**src/rtl/alu_seq.sv**
```systemverilog
// ---------------------------------------------------------------------------
// alu_seq -- request/response sequencer wrapped around a non-pipelined ALU.
//
// Accepts one operation at a time, holds it on the ALU inputs with enable
// asserted for LAT cycles, captures the ALU output and presents it downstream.
// Opcodes >= 16 are rejected without touching the ALU and return an error
// result with zero data.
//
// Ports:
//   clk, rst                 clock, synchronous active-high reset
//   in_valid/in_ready        request handshake
//   in_opcode/in_a/in_b/in_tag  request payload
//   alu_opcode/alu_a/alu_b   operands driven into the ALU (held when idle)
//   alu_enable               ALU enable, high only while executing
//   alu_out                  ALU result
//   res_valid/res_ready      result handshake
//   res_data/res_tag/res_err result payload (err => illegal opcode, data = 0)
//   busy                     high whenever not idle
// ---------------------------------------------------------------------------
module alu_seq #(
  parameter int WIDTH = 32,
  parameter int OPW   = 5,
  parameter int TAGW  = 4,
  parameter int LAT   = 2
) (
  input  logic             clk,
  input  logic             rst,
  input  logic             in_valid,
  output logic             in_ready,
  input  logic [OPW-1:0]   in_opcode,
  input  logic [WIDTH-1:0] in_a,
  input  logic [WIDTH-1:0] in_b,
  input  logic [TAGW-1:0]  in_tag,
  output logic [OPW-1:0]   alu_opcode,
  output logic [WIDTH-1:0] alu_a,
  output logic [WIDTH-1:0] alu_b,
  output logic             alu_enable,
  input  logic [WIDTH-1:0] alu_out,
  output logic             res_valid,
  input  logic             res_ready,
  output logic [WIDTH-1:0] res_data,
  output logic [TAGW-1:0]  res_tag,
  output logic             res_err,
  output logic             busy
);

  localparam int CW = (LAT > 1) ? $clog2(LAT) : 1;

  typedef enum logic [1:0] {
    IDLE = 2'd0,
    EXEC = 2'd1,
    RESP = 2'd2
  } state_t;

  state_t           state_q, state_d;
  logic [OPW-1:0]   op_q,    op_d;
  logic [WIDTH-1:0] a_q,     a_d;
  logic [WIDTH-1:0] b_q,     b_d;
  logic [TAGW-1:0]  tag_q,   tag_d;
  logic [CW-1:0]    cnt_q,   cnt_d;
  logic [WIDTH-1:0] data_q,  data_d;
  logic             err_q,   err_d;

  logic accept;
  logic legal_op;

  // A new request can be taken when idle, or in RESP on the very edge the
  // current result retires. Reset blocks acceptance combinationally.
  assign in_ready = !rst && ((state_q == IDLE) || ((state_q == RESP) && res_ready));
  assign accept   = in_valid && in_ready;
  assign legal_op = 32'(in_opcode) < 32'd16;

  always_comb begin
    // NOTE: every variable gets a default first so no path leaves it
    // unassigned; otherwise synthesis infers a latch.
    state_d = state_q;
    op_d    = op_q;
    a_d     = a_q;
    b_d     = b_q;
    tag_d   = tag_q;
    cnt_d   = cnt_q;
    data_d  = data_q;
    err_d   = err_q;

    case (state_q)
      EXEC: begin
        if (cnt_q == '0) begin
          data_d  = alu_out;
          err_d   = 1'b0;
          state_d = RESP;
        end else begin
          cnt_d = cnt_q - CW'(1);
        end
      end
      RESP: begin
        if (res_ready) state_d = IDLE;
      end
      default: ;
    endcase

    // Acceptance overrides the RESP->IDLE retire so back-to-back requests
    // issue on the same edge the previous result leaves.
    if (accept) begin
      op_d  = in_opcode;
      a_d   = in_a;
      b_d   = in_b;
      tag_d = in_tag;
      if (legal_op) begin
        state_d = EXEC;
        cnt_d   = CW'(LAT - 1);
      end else begin
        state_d = RESP;
        data_d  = '0;
        err_d   = 1'b1;
      end
    end
  end

  // NOTE: sequential state uses non-blocking assignments so every register
  // samples its _d value from before the edge, independent of statement order.
  always_ff @(posedge clk) begin
    if (rst) begin
      state_q <= IDLE;
      op_q    <= '0;
      a_q     <= '0;
      b_q     <= '0;
      tag_q   <= '0;
      cnt_q   <= '0;
      data_q  <= '0;
      err_q   <= 1'b0;
    end else begin
      state_q <= state_d;
      op_q    <= op_d;
      a_q     <= a_d;
      b_q     <= b_d;
      tag_q   <= tag_d;
      cnt_q   <= cnt_d;
      data_q  <= data_d;
      err_q   <= err_d;
    end
  end

  // ALU inputs stay on the last operands outside EXEC to avoid toggling.
  assign alu_opcode = op_q;
  assign alu_a      = a_q;
  assign alu_b      = b_q;
  assign alu_enable = (state_q == EXEC);

  assign res_valid  = (state_q == RESP);
  assign res_data   = data_q;
  assign res_tag    = tag_q;
  assign res_err    = err_q;
  assign busy       = (state_q != IDLE);

endmodule

```
**config.mk**
```make
export PLATFORM = sky130hd
export DESIGN_NAME = alu_seq
export DESIGN_NICKNAME = d
export VERILOG_FILES = /design/src/rtl/alu_seq.sv
export SDC_FILE = /design/constraint.sdc
export NUM_CORES = 1
export LEC_CHECK = 0
export BUFFER_PORTS_ARGS = -buffer_cell sky130_fd_sc_hd__buf_2
export CORE_MARGIN = 2
export CORE_UTILIZATION = 45
export CTS_BUF_LIST = sky130_fd_sc_hd__clkbuf_4 sky130_fd_sc_hd__clkbuf_8 sky130_fd_sc_hd__clkbuf_16
export DETAILED_ROUTE_END_ITERATION = 7
export MAX_ROUTING_LAYER = met4
export PLACE_DENSITY_LB_ADDON = 0.1
export SLEW_MARGIN = 5
export SYNTH_ARGS = -nofsm -noshare
export SYNTH_HDL_FRONTEND = slang
export SYNTH_SLANG_ARGS = --single-unit
```
**constraint.sdc**
```tcl
create_clock -name clk -period 1.65 [get_ports clk]
set_input_delay 0.4125 -clock clk [delete_from_list [all_inputs] [get_ports clk]]
set_output_delay 0.4125 -clock clk [all_outputs]
set_load 0.005 [all_outputs]
```
==> results of run 1 <==
-- registers in the layout (all words and copies together) (netlist names) --
register,cells
alu_a,32
alu_b,32
alu_opcode,5
cnt_q,1
res_data,32
res_err,1
res_tag,4
state_q,2
-- cells by family after synthesis --
| group | count (synthesis) | synth area share (%) |
|---|---|---|
| simple gates | 221 | 22.9 |
| compound gates | 116 | 15.7 |
| fa+ha+maj | 3 | 0.905 |
| buf+inv | 47 | 7.82 |
| flops | 109 | 52.6 |
-- worst max path at each step --
| stage | startpoint | end | slack, ps | cells after the start |
|---|---|---|---|---|
| after floorplan | state_q[0] | alu_b[15] | 260 | 7 |
| after global placement | state_q[0] | res_data[11] | -200 | 5 |
| after detailed placement | state_q[0] | res_data[30] | -290 | 5 |
| after CTS | state_q[1] | in_ready | -160 | 6 |
| after global routing | state_q[1] | in_ready | -150 | 6 |
| final | state_q[1] | in_ready | -90 | 6 |
-- layout by cell type, fill, tap and decap left out, types with 7 or more instances in the layout --
cell type and instances:
o21ai_2 11, nand2_1 140, buf_12 7, o21ai_1 60, a21oi_1 34, nand3_1 73
clkbuf_8 10, buf_4 13, dfxtp_1 107, buf_2 217
-- power groups by stage --
stage          registers [mW]  clock network, mW  logic [mW]
2_1_floorplan            3.17                  0       0.904
3_3_place_gp             3.13                  0        1.56
3_5_place_dp             3.14                  0        1.59
4_1_cts                  3.09               1.57        1.66
5_1_grt                  3.14               1.67        1.87
6_report                 3.10               1.52        1.69
-- per-layer routing --
layer  share of wire (%)  wire [microns]
met1                  43            4900
met2                  49            5500
met3                 5.8             657
met4                 2.3             255
met5                   0               0
-- layout make-up --
| class | count | area share, % |
|---|---|---|
| sequential | 109 | 39.1 |
| multi-input combinational | 341 | 30.6 |
| timing repair buffer | 239 | 24.1 |
| clock buffer | 11 | 2.60 |
| tap | 111 | 2.49 |
| clock inverter | 5 | 0.739 |
| inverter | 5 | 0.381 |
-- stage by stage --
stage / cells / utilization (%)
2_1_floorplan: 496 / -
3_3_place_gp: 800 / 58.2
3_5_place_dp: 800 / 58.2
4_1_cts: 818 / 60.9
5_1_grt: 821 / 61.3
6_report: 821 / 61.3
-- worst max-delay path, delay by kind of cell, from the launching register on --
kind,cells,cell delay (ps)
AOI/OAI and AO/OA,1,130
DFF,1,390
adders and majority gates,1,160
buffers and inverters,3,280
and+or+nand+nor,1,20
-- what timing repair did --
action                                  CTS  global route
cloned                                    0             1
gates resized for setup                  12             5
endpoints found under the setup margin   35            20
pin swaps                                 3             4
setup buffers                             2             2
==> impl_results.md, run 1 <==
- Status: finished, violations left
- Failing checks: setup timing
- Cells after Synth: 496
- FMAX: 573 MHz
- Max transition margin: 56.1%
- Top Usage Layer GRT: met2
- CP Capture Type: output port
- PwrDens: 1130 mW/mm^2
- Combinational fraction of design power: 26.8%
- EDFF count, synth: 0
- Switch share: 31.6%
- Die Y: 100 microns
- Max Cap Viol: 0
- Final global-route overflow total: 0
- Syn Std Cell Area: 0.00415 sq mm
- Initial antenna violation count: 0
- Layout Nets: 817
- Capturing point of the worst reg2reg path: state_q[1]
- TritonCTS clock tree: built
- Final hold slack: 264 ps
- GR Util All Layers: 22.1%
- Num ports: 219
- Layout cells sized above 1: 39.7%
- RR Startpoint: state_q[0]
- Sw Pwr: 1.99 mW
- Critical Path RT: 1240 ps
- CP Class: reg -> out
- Top-area cell type share of the netlist area: 52.6%
- Async SR Flop Fraction: 0%
- Final wirelength: 11300 microns
- Wire per inst: 13.8 microns
- Post-route cell area: 0.00559 sq mm
- Multi-input gate area: 0.00171 sq mm
- CP Cell Sequence: inv_4 -> ha_4 -> a21oi_4 -> buf_6 -> nor2_2 -> buf_2
- Dpl ws: -294 ps
- Setup TNS: -94.5 ps
- DP Wirelength: 7680 microns
- Setup-failing EPs final: 1
- Drt drc: 0
- Power consumption: 6.31 mW
- Worst R2R Path Depth: 7
- CP Max Fanout: 2
- LEAKAGE: 2.59 nW
- Reg clk slew, reported paths: 100 ps
- PnR worst setup slack: -94.5 ps
- Crit path max-delay cell type: dfxtp_4
- Vias in the first global route: 3825
- Final hold vios: 0
- # diodes: 0
- Cell Area, Placed: 0.00530 sq mm
- I/O Buffers: 218
- Fin crit share: 106%
- Register Area: 0.00219 sq mm
- DR pass1 iterations: 4
- Setup crit start kind: flop
- Clock tree buffer depth: 2
- Die ar.: 0.0100 sq mm
- Netlist cell types: 27
- Sequential Power Share: 49.1%
- Post-synthesis sequential area ratio: 52.6%
- Row count: 35
- RePlAce Congestion: 0.863
- Pin count of the biggest net entering global routing: 52
- Int Pwr: 4.32 mW
- Minimum clock period after layout: 1740 ps
- H-tree depth: 3
- Vias/cell: 5.00
- Most frequent cell after synthesis: nand2_1
- Synth Register Bits: 109
- Root Buffer: clkbuf_8
- Tightest Pin Transition: 658 ps
- Initial Util: 45.5%
- CTS Buf Count: 9
- Biggest cell delay along the critical path: 390 ps
- Clock Latency Late Sink: 370 ps
- VDD IR max: 0.533 mV
- Worst Hold Path Cells: 3
- Syn Area/Cell: 8.36 sq um
- Via count: 4102
- Worst Path Arrival: 1330 ps
- Grt met1 use: 27.2%
- Main synth FF type: dfxtp_1
- Syn. warnings: 0
- GR Util met2: 36.4%
- Num Clock Sinks: 109
- Max-slew violations: 0
- Min-delay src: in_a[11]
- RSZ-0062 raised after global routing: yes
- Hold_buf cts: 0
- Mapped Nets: 608
- Hold Path Class: in -> reg
- Cell type with the largest total area after synthesis: dfxtp_1
- Area Overhead vs Synth: 34.8%
- Fillers: 847
- Reg2reg setup slack: 100 ps
- Core Area: 0.00911 sq mm
- Post-DRT Antenna Nets: 0
- First-pass GRT wire length: 17600 microns
- Number of DRC markers in iteration 0: 140
- Routing usage on met3: 3.76%
- Clock skew: 18.4 ps
- Chip Width: 100 microns
- Hold path endpoint: alu_a[11]
- Top cells by instance count after synthesis: nand2_1 (140), dfxtp_1 (109), nand3_1 (73)
- Clk pwr share: 24.1%
- Top cells by area, synth: dfxtp_1 (53%), nand2_1 (13%), nand3_1 (8.8%)
No activity file was read; power rests on OpenSTA's default activity.
==> run 2: changes to the inputs <==
- ABC_AREA: unset -> 1
- CORE_UTILIZATION: 45 -> 44
- GPL_ROUTABILITY_DRIVEN: unset -> 0
==> impl_results.md, run 2 <==
- Post-synthesis sequential area ratio: 54.2% (+1.6 points)
- Cell type with the largest total area after synthesis: dfxtp_1
- PnR worst setup slack: 1.49 ps (+95.9 ps)
- Reg clk slew, reported paths: 110 ps (about the same)
- Clock skew: 16.8 ps (-1.59 ps)
- Top cells by instance count after synthesis: nand2_1 (185), dfxtp_1 (109), nand3_1 (77)
- Post-DRT Antenna Nets: 0 (unchanged)
- Final global-route overflow total: 0 (unchanged)
- Core Area: 0.00881 sq mm (-3.3%)
- Hold Path Class: in -> reg
- Hold_buf cts: 0 (unchanged)
- Die ar.: 0.00993 sq mm (-0.66%)
- Num ports: 219 (unchanged)
- Chip Width: 99.7 microns (-0.33%)
- Mapped Nets: 636 (+4.6%)
- Vias/cell: 4.65 (-7.0%)
- Layout cells sized above 1: 35.5% (-4.2 points)
- Top cells by area, synth: dfxtp_1 (54%), nand2_1 (17%), nand3_1 (9.6%)
- I/O Buffers: 218 (unchanged)
- Setup TNS: 0 ps (+94.5 ps)
- Wire per inst: 12.4 microns (-10%)
- Syn Area/Cell: 7.68 sq um (-8.1%)
- Main synth FF type: dfxtp_1
- Top-area cell type share of the netlist area: 54.2% (+1.6 points)
- PwrDens: 1040 mW/mm^2 (-8.2%)
- Setup-failing EPs final: 0 (-1)
- Root Buffer: clkbuf_8
- EDFF count, synth: 0 (unchanged)
- Drt drc: 0 (unchanged)
- Bufs and invs on worst path: 3 (unchanged)
- # diodes: 0 (unchanged)
- Status: complete, no violations
- Clock Latency Late Sink: 360 ps (about the same)
- Critical Path RT: 1240 ps (about the same)
- CP top delay family: flip-flops
- Synth Register Bits: 109 (unchanged)
- Max transition margin: 78.5% (+22 points)
- Final hold vios: 0 (unchanged)
- CP Max Fanout: 3 (+1)
- Crit path max-delay cell type: dfxtp_4
- CP Class: reg -> out
- Commonest non-fill, non-tap cells in the layout: buf_2 (217), nand2_1 (184), dfxtp_1 (107), nand3_1 (77), inv_1 (36)
- Number of DRC markers in iteration 0: 99 (-29%)
- Vias in the first global route: 3589 (-6.2%)
- CP Capture Type: output port
- Dpl ws: 29.4 ps (+324 ps)
- Initial Util: 45.7% (+0.20 points)
- Max Cap Viol: 0 (unchanged)
- Clock tree buffer depth: 2 (unchanged)
- FMAX: 607 MHz (+5.8%)
- Minimum clock period after layout: 1650 ps (-95.9 ps)
- Setup crit start kind: flop
- First-pass GRT wire length: 16500 microns (-6.5%)
- Die Y: 99.7 microns (-0.33%)
- Pin count of the biggest net entering global routing: 75 (+44%)
- Tightest Pin Transition: 322 ps (-335 ps)
- LEAKAGE: 3.09 nW (+19%)
- Layout Nets: 845 (+3.4%)
- Netlist cell types: 18 (-33%)
- Biggest cell delay along the critical path: 380 ps (about the same)
- CTS Buf Count: 9 (unchanged)
- Num Clock Sinks: 109 (unchanged)
- Final wirelength: 10500 microns (-7.6%)
- Fin crit share: 99.9% (-5.8 points)
- TritonCTS clock tree: built
- Syn Std Cell Area: 0.00403 sq mm (-2.9%)
- Final hold slack: 239 ps (-24.7 ps)
- GR Util All Layers: 21.0% (-1.1 points)
- Initial antenna violation count: 0 (unchanged)
- VDD IR max: 0.500 mV (-6.3%)
- Cells after Synth: 524 (+5.6%)
- Post-route cell area: 0.00544 sq mm (-2.6%)
- DR pass1 iterations: 4 (unchanged)
- Most frequent cell after synthesis: nand2_1
- Row count: 34 (-2.9%)
- Syn. warnings: 0 (unchanged)
- Reg2reg setup slack: 110 ps (about the same)
- Via count: 3931 (-4.2%)
- H-tree depth: 3 (unchanged)
- Cell Area, Placed: 0.00516 sq mm (-2.6%)
- Most common cell after layout, fill and taps aside: buf_2
- Area Overhead vs Synth: 35.2%
- CP Cell Sequence: inv_4 -> ha_4 -> inv_2 -> a21oi_2 -> buf_2
- RSZ-0062 raised after global routing: yes
- Max-slew violations: 0 (unchanged)
- DP Wirelength: 7350 microns (-4.3%)
- Worst Path Arrival: 1240 ps (-90 ps)
- Async SR Flop Fraction: 0% (unchanged)
[run 2: changes by cell type after synthesis, moves of 4 or more]
cell | before | now
inv_1 | 5 | 39
buf_4 | 13 | 6
a21oi_1 | 34 | 4
o21ai_0 | 4 | 15
nand3_1 | 73 | 77
buf_6 | 10 | 6
buf_2 | 16 | 20
nor2_1 | 1 | 34
o21ai_2 | 11 | 0
o21ai_1 | 60 | 17
nand2_1 | 140 | 185
[run 2: layer usage]
layer	routed length, microns	global-route usage, %	vias to the layer above
met5	0	-	-
met4	206	6.64	0
met3	742	6.25	18
met2	5130	34.4	143
met1	4370	25.0	1728
li1	-	-	2042
[run 2: path summary, 6_finish.rpt]
path,start,depth (start not counted),endpoint
max,state_q[1],5,in_ready
min reg2reg,alu_b[15],2,alu_b[15]
max reg2reg,state_q[1],10,res_data[14]
min,in_b[16],3,alu_b[16]
[run 2: where the power goes]
part / total, mW / switching (mW) / internal (mW)
registers: 3.02 / 0.130 / 2.89
clock network: 1.51 / 0.879 / 0.632
logic: 1.11 / 0.582 / 0.526
[run 2: cells by family (layout without fill, tap and decap cells)]
logic type | count (synthesis) | count (layout) | share of synthesized area [%]
compound gates | 37 | 37 | 4.69
simple gates | 301 | 301 | 31.0
buf+inv | 74 | 288 | 9.23
flops | 109 | 109 | 54.2
fa+ha+maj | 3 | 3 | 0.932
[run 2: final cells by class]
cell class	instances	area [sq um]
clock buffers	12	153
clock inverters	4	31.3
fillers	879	3360
inverters	41	159
multi-input cells	341	1500
flip-flops and latches	109	2190
well taps	108	135
repair buffers	231	1270
[run 2: worst reg2reg max path, delay by kind of cell (launching register included)]
kind	cells	cell delay (ps)
buffers and inverters	5	500
flip-flops	1	380
AND/OR/NAND/NOR	3	290
AO/OA/AOI/OAI	1	140
adder cells (fa/ha/maj)	1	120
[run 2: metrics by stage]
step / instances / power (mW) / utilization (%)
2_1_floorplan: 524 / 3.63 / -
3_3_place_gp: 825 / 4.10 / 58.6
3_5_place_dp: 825 / 4.13 / 58.6
4_1_cts: 844 / 5.67 / 61.3
5_1_grt: 846 / 5.99 / 61.8
6_report: 846 / 5.64 / 61.8
[run 2: what timing repair did]
item,in CTS,in global routing
buffers inserted,3,1
pin swaps,2,1
resized for setup,10,6
endpoints found under the setup margin,2,17
gates cloned,0,1
==> run 3: changes to the inputs <==
- BUFFER_PORTS_ARGS: -buffer_cell sky130_fd_sc_hd__buf_2 -> -buffer_cell sky130_fd_sc_hd__buf_4
==> impl_results.md, run 3 (synthesized netlist as in run 2, its figures left out) <==
- Status: complete, no violations
- Number of DRC markers in iteration 0: 150 (+52%)
- Via count: 3991 (+1.5%)
- Clock Latency Late Sink: 350 ps (about the same)
- Finished Layout Cells: 847 (+0.12%)
- CP Class: reg -> out
- Final hold vios: 0 (unchanged)
- Die Y: 99.7 microns (unchanged)
- Final global-route overflow total: 0 (unchanged)
- CP Max Fanout: 2 (-1)
- CTS Buf Count: 9 (unchanged)
- Core Area: 0.00881 sq mm (unchanged)
- Vias in the first global route: 3602 (+0.36%)
- Combinational fraction of design power: 21.9% (+2.3 points)
- Final wirelength: 10800 microns (+3.2%)
- Drt drc: 0 (unchanged)
- # diodes: 0 (unchanged)
- Clock skew: 16.0 ps (-0.796 ps)
- PwrDens: 1000 mW/mm^2 (-3.2%)
- First-pass GRT wire length: 16700 microns (+1.5%)
- Pin count of the biggest net entering global routing: 75 (unchanged)
- Clk pwr share: 28.0% (+1.2 points)
- DR pass1 iterations: 5 (+1)
- Clock tree buffer depth: 2 (unchanged)
- Setup crit start kind: flop
- H-tree depth: 3 (unchanged)
- Int Pwr: 4.44 mW (+9.5%)
- Tightest Pin Transition: 339 ps (+17.1 ps)
- Cell Area, Placed: 0.00570 sq mm (+11%)
- Post-DRT Antenna Nets: 0 (unchanged)
- Vias/cell: 4.71 (+1.4%)
- RSZ-0062 raised after global routing: yes
- Final hold slack: 243 ps (+4.20 ps)
- Max-slew violations: 0 (unchanged)
- Initial antenna violation count: 0 (unchanged)
- Chip Width: 99.7 microns (unchanged)
- Post-route cell area: 0.00603 sq mm (+11%)
- Switch share: 26.7% (-1.5 points)
- Root Buffer: clkbuf_8
- Sequential Power Share: 50.1% (-3.5 points)
- Row count: 34 (unchanged)
- Setup TNS: 0 ps (unchanged)
- Sw Pwr: 1.62 mW (+1.8%)
- Reg clk slew, reported paths: 100 ps (about the same)
- Most common cell after layout, fill and taps aside: buf_4
- Layout Nets: 846 (+0.12%)
- Commonest non-fill, non-tap cells in the layout: buf_4 (224), nand2_1 (184), dfxtp_1 (107), nand3_1 (77), inv_1 (36)
- TritonCTS clock tree: built
- Layout cells sized above 1: 35.7% (+0.22 points)
- Minimum clock period after layout: 1640 ps (-11.5 ps)
- Max Cap Viol: 0 (unchanged)
- PnR worst setup slack: 13.0 ps (+11.5 ps)
- Wire per inst: 12.7 microns (+3.1%)
- Area Overhead vs Synth: 49.9%
- FMAX: 611 MHz (+0.70%)
- Setup-failing EPs final: 0 (unchanged)
- Max transition margin: 77.4% (-1.1 points)
- CP Capture Type: output port
- DP Wirelength: 7540 microns (+2.5%)
- Critical Path RT: 1240 ps (about the same)
- Power consumption: 6.06 mW (+7.3%)
- Num ports: 219 (unchanged)
- Post-Route Utilization: 68.5% (+6.7 points)
- Fin crit share: 99.2% (-0.69 points)
- Placed Cells incl. Taps: 825 (unchanged)
- Dpl ws: 82.3 ps (+52.9 ps)
- LEAKAGE: 3.23 nW (+4.5%)
- Hold_buf cts: 0 (unchanged)
- I/O Buffers: 218 (unchanged)
- GR Util All Layers: 21.2% (+0.23 points)
- Num Clock Sinks: 109 (unchanged)
- Worst Path Arrival: 1220 ps (-20 ps)
- Hold Path Class: in -> reg
- Die ar.: 0.00993 sq mm (unchanged)
- VDD IR max: 0.624 mV (+25%)
- Initial Util: 45.7% (unchanged)
-- run 3: area by class of cell --
type | count | area, sq um
Clock buffer | 12 | 159
Clock inverter | 4 | 55.1
Fill cell | 758 | 2770
Inverter | 41 | 159
Multi-Input combinational cell | 341 | 1510
Sequential cell | 109 | 2190
Tap cell | 108 | 135
Timing Repair Buffer | 232 | 1830
-- run 3: critical path, stage by stage (launching register included) --
cell and delay (ps):
dfxtp_2 350, inv_4 70, ha_4 140, nand2_4 50, a21oi_2 140, buf_4 140
-- run 3: power by group through the flow --
stage	logic, mW	registers (mW)	clock network, mW
floorplan	0.527	3.10	0
global placement	1.24	3.07	0
detailed placement	1.27	3.09	0
CTS	1.30	3.03	1.74
global route	1.47	3.07	1.84
finish	1.32	3.03	1.70
-- run 3: worst paths after layout --
| kind | to | cells past startpoint | start | slack, ps |
|---|---|---|---|---|
| min | alu_b[19] | 3 | in_b[19] | 240 |
| min reg2reg | alu_a[28] | 2 | alu_a[28] | 470 |
| max reg2reg | res_data[9] | 10 | state_q[0] | 120 |
| max | in_ready | 5 | state_q[0] | 10 |
-- run 3: repair_timing --
action | CTS | global route
setup endpoints to repair | 2 | 31
cloned | 0 | 2
setup buffers | 3 | 1
gates resized for setup | 11 | 10
pin swaps | 2 | 1
-- run 3: layer usage --
layer | vias to the layer above | GRT usage (%) | part of all wire (%)
li1 | 2049 | - | -
met1 | 1781 | 25.8 | 42
met2 | 144 | 34.7 | 50
met3 | 17 | 4.99 | 6.2
met4 | 0 | 7.38 | 1.6
met5 | - | - | 0
